<file path="src/rtl/serial_mag_comparator.sv">
// Multi-cycle magnitude comparator: walks the operands MSB-first, SLICE bits per clock,
// and stops at the first differing slice. Result flags are held until the next decision.
module serial_mag_comparator #(
  parameter int WIDTH = 8,
  parameter int SLICE = 2
) (
  input  logic             clk,
  input  logic             rst,
  input  logic             start,
  input  logic             signed_mode,
  input  logic [WIDTH-1:0] a,
  input  logic [WIDTH-1:0] b,
  output logic             busy,
  output logic             done,
  output logic             gt,
  output logic             eq,
  output logic             lt
);

  localparam int NSLICE = WIDTH / SLICE;
  localparam int IDXW   = (NSLICE > 1) ? $clog2(NSLICE) : 1;
  localparam logic [IDXW-1:0]  LAST_IDX = IDXW'(NSLICE - 1);
  localparam logic [WIDTH-1:0] MSB_MASK = {1'b1, {(WIDTH-1){1'b0}}};

  // Handshake: start is taken on any edge where busy==0; done pulses for one cycle on the
  // decision edge, in which gt/eq/lt take their new values and busy drops.
  typedef enum logic {
    IDLE = 1'b0,
    RUN  = 1'b1
  } state_t;

  state_t           state;
  logic [WIDTH-1:0] op_a;
  logic [WIDTH-1:0] op_b;
  logic [IDXW-1:0]  idx;
  logic [SLICE-1:0] slice_a;
  logic [SLICE-1:0] slice_b;

  // Operands are shifted left after each equal slice, so the live slice is always on top.
  assign slice_a = op_a[WIDTH-1 -: SLICE];
  assign slice_b = op_b[WIDTH-1 -: SLICE];

  always_ff @(posedge clk or posedge rst) begin
    if (rst) begin
      state <= IDLE;
      op_a  <= '0;
      op_b  <= '0;
      idx   <= '0;
      busy  <= 1'b0;
      done  <= 1'b0;
      gt    <= 1'b0;
      eq    <= 1'b0;
      lt    <= 1'b0;
    end else begin
      done <= 1'b0;
      case (state)
        IDLE: begin
          if (start) begin
            // Flipping the sign bit maps two's-complement order onto unsigned order.
            op_a  <= a ^ (signed_mode ? MSB_MASK : '0);
            op_b  <= b ^ (signed_mode ? MSB_MASK : '0);
            idx   <= '0;
            busy  <= 1'b1;
            state <= RUN;
          end
        end
        RUN: begin
          if (slice_a != slice_b) begin
            gt    <= (slice_a > slice_b);
            lt    <= (slice_a < slice_b);
            eq    <= 1'b0;
            done  <= 1'b1;
            busy  <= 1'b0;
            state <= IDLE;
          end else if (idx == LAST_IDX) begin
            gt    <= 1'b0;
            lt    <= 1'b0;
            eq    <= 1'b1;
            done  <= 1'b1;
            busy  <= 1'b0;
            state <= IDLE;
          end else begin
            idx  <= idx + IDXW'(1);
            op_a <= op_a << SLICE;
            op_b <= op_b << SLICE;
          end
        end
        default: state <= IDLE;
      endcase
    end
  end

endmodule
</file>
<file path="config.mk">
export PLATFORM = sky130hd
export DESIGN_NAME = serial_mag_comparator
export DESIGN_NICKNAME = d
export VERILOG_FILES = /design/src/rtl/serial_mag_comparator.sv
export SDC_FILE = /design/constraint.sdc
export NUM_CORES = 1
export LEC_CHECK = 0
export ABC_AREA = 0
export CELL_PAD_IN_SITES_DETAIL_PLACEMENT = 1
export CELL_PAD_IN_SITES_GLOBAL_PLACEMENT = 1
export CORE_MARGIN = 10
export CORE_UTILIZATION = 43
export CTS_BUF_LIST = sky130_fd_sc_hd__clkbuf_4
export CTS_CLUSTER_SIZE = 12
export DETAILED_ROUTE_END_ITERATION = 8
export GPL_ROUTABILITY_DRIVEN = 0
export PLACE_DENSITY_LB_ADDON = 0.1
export REMOVE_ABC_BUFFERS = 1
export SLEW_MARGIN = 20
export SYNTH_ARGS = -nofsm -noshare
export SYNTH_HDL_FRONTEND = slang
export SYNTH_SLANG_ARGS = --single-unit
</file>
<file path="constraint.sdc">
create_clock -name clk -period 2.75 [get_ports clk]
set_input_delay 0.55 -clock clk [delete_from_list [all_inputs] [get_ports clk]]
set_output_delay 0.55 -clock clk [all_outputs]
set_load 0.01 [all_outputs]
</file>
==> run metrics <==
status=finished, final reports clean; Ports=25; Worst-path clk slew=130 ps; port buffer count=24; hold buffers post-CTS=0; htree depth=1; Required @ worst endpoint=2970 ps; initial antenna violation count=0; setup total negative slack=0 ps; Yosys reg bits=24; CP arrival=2110 ps; HP Class=reg2reg; GRT met1 Usage=13.6%; Die Area=5020 um^2; final setup vio count=0; Area Growth Syn to Fin=24.7%; postcts setup bufs=0; GR Layer Usage met3=3.63%; startpoint types=flop; CTS Buf Count=3; Initial Util=44.8%; first-pass GRT wire length=4260 um; Lkg Pwr=0.000623 uW; # diodes=0; Vias per Instance=5.38; Iter 0 DRT Violations=33; GR Util met2=15.2%; largest net degree at the start of global routing=25; Die Wd=70.8 um; Mapped Cells=95; DR DRC count=0; Core Box Area=2480 um^2; post-cts gate resize count=0; final WL=2510 um; setup repair after global routing missed its margin=no; maxcap violations=0; Filler cells=275; vias in the first global route=854; Vias=802; Final Hold Fails=0; clk buf depth=2; Post-DRT Antenna Nets=0; Final period util=68.8%; CTS tree=built; global-route layer with the greatest usage=met2; slew of the pin with the lowest slew margin=678 ps; worst-path maximum fanout=15; CTS Sinks=24; Final HPWL DP=1890 um; num rows=18; synth top area cells=dfrtp_1 (54%), mux2i_1 (9.0%), a21oi_1 (5.9%), nor3_1 (4.5%), a22o_1 (3.9%); top cell type's share of synthesized area=54.1%; post-synth top area cell=dfrtp_1; total grt overflow=0; post-route clock skew=5.88 ps; post-synthesis area per instance=11.7 um^2; CP endpoint kind=flop; share of layout cells above drive strength 1=8.40%; DR pass1 iterations=4; Cell Area, Synth=1110 um^2; area of the multi-input gates=425 um^2; Hold Worst Slack=503 ps; gr usage total=10.3%; Power Dens Cells=1070 nW/um^2; Distinct cells, synth=22; Nets=144; Synth Warn #=0; Crit Path Class=reg2reg; Rel. slew slack=54.8%; Clock Latency Late Sink=320 ps; minimum clock period=1890 ps; CTS root buffer=clkbuf_4; max-slew violation count=0; Max Clock Freq=528 MHz; post-synthesis sequential area ratio=54.1%; routed len/inst=16.8 um; Register Area=601 um^2; VDD IR-drop max=659 uV; Die Ht=70.8 um
[state kept, by name, summed over array words and instances, names as in the netlist]
signal	flops
done	1
eq	1
busy	1
lt	1
op_b	8
idx	2
gt	1
op_a	8
state	1
[Yosys cell counts]
library cell	instances
dfrtp_1	24
a21oi_1	13
mux2i_1	10
nor3_1	10
inv_1	6
a22o_1	5
buf_2	3
buf_6	3
ha_1	3
o21ai_0	3
a22oi_1	2
nand2_1	2
xor2_1	2
a21o_1	1
a32o_1	1
and4b_1	1
buf_4	1
inv_4	1
mux2_2	1
nor2_8	1
nor2b_1	1
o2bb2ai_1	1
[path summary, 6_finish.rpt]
kind / start / to / slack (ps) / cells after the start
min reg2reg: busy$_DFFE_PP0P_ / busy$_DFFE_PP0P_ / 500 / 1
max in group asynchronous: rst / eq$_DFFE_PP0P_ / 1940 / 3
min: busy$_DFFE_PP0P_ / busy$_DFFE_PP0P_ / 500 / 1
max reg2reg: state$_DFF_PP0_ / idx[0]$_DFFE_PP0P_ / 860 / 3
max: state$_DFF_PP0_ / idx[0]$_DFFE_PP0P_ / 860 / 3
min in group asynchronous: rst / op_a[7]$_DFFE_PP0P_ / 570 / 3
[stage by stage]
| stage | util, % | power, uW | worst slack [ps] | instance area [um^2] | cells |
|---|---|---|---|---|---|
| after detailed placement | 55.0 | 1340 | 730 | 1360 | 146 |
| after global placement | 55.0 | 1310 | 779 | 1360 | 146 |
| after CTS | 55.9 | 1500 | 835 | 1390 | 149 |
| after global routing | 55.9 | 1620 | 714 | 1390 | 149 |
| final | 55.9 | 1480 | 858 | 1390 | 149 |
| after floorplan | - | 1080 | 754 | 1050 | 88 |
[per-layer routing]
metal | wire length (um) | vias up
met5 | 0 | -
met4 | 27 | 0
met3 | 129 | 4
met2 | 1170 | 19
met1 | 1180 | 394
li1 | - | 385
[cells by family after synthesis]
family | share of synthesized area, %
multiplexers | 10.0
buffers and inverters | 7.66
XOR/XNOR | 1.58
AND/OR/NAND/NOR | 8.45
flip-flops | 54.1
adder cells (fa/ha/maj) | 3.38
AO/OA/AOI/OAI | 14.9
[cells in the final DEF, fill, tap and decap left out, types with 3 or more instances in the layout]
master,n
o21ai_0,3
clkdlybuf4s50_1,24
ha_1,3
buf_4,4
nor3_1,10
dfrtp_1,24
mux2i_1,10
inv_1,6
a22o_1,5
clkbuf_4,3
a21oi_1,13
[critical path: stages, from the launching register on]
cell	delay (ps)
dfrtp_1	690
and4b_1	720
nor2_8	90
mux2_2	290
[final cells by class]
| type | count | share of cell area (%) |
|---|---|---|
| Multi-Input combinational cell | 57 | 30.7 |
| Tap cell | 30 | 2.71 |
| Clock buffer | 3 | 1.63 |
| Sequential cell | 24 | 43.4 |
| Inverter | 7 | 2.08 |
| Timing Repair Buffer | 28 | 19.5 |
[report_power, final]
group / switching [uW] / internal [uW] / leakage, uW
combinational: 357 / 332 / 0.000323
clock: 106 / 51.4 / 0.0000138
sequential: 115 / 517 / 0.000287
total: 577 / 901 / 0.000623
Note: power is estimated with default switching activity, not from simulation.
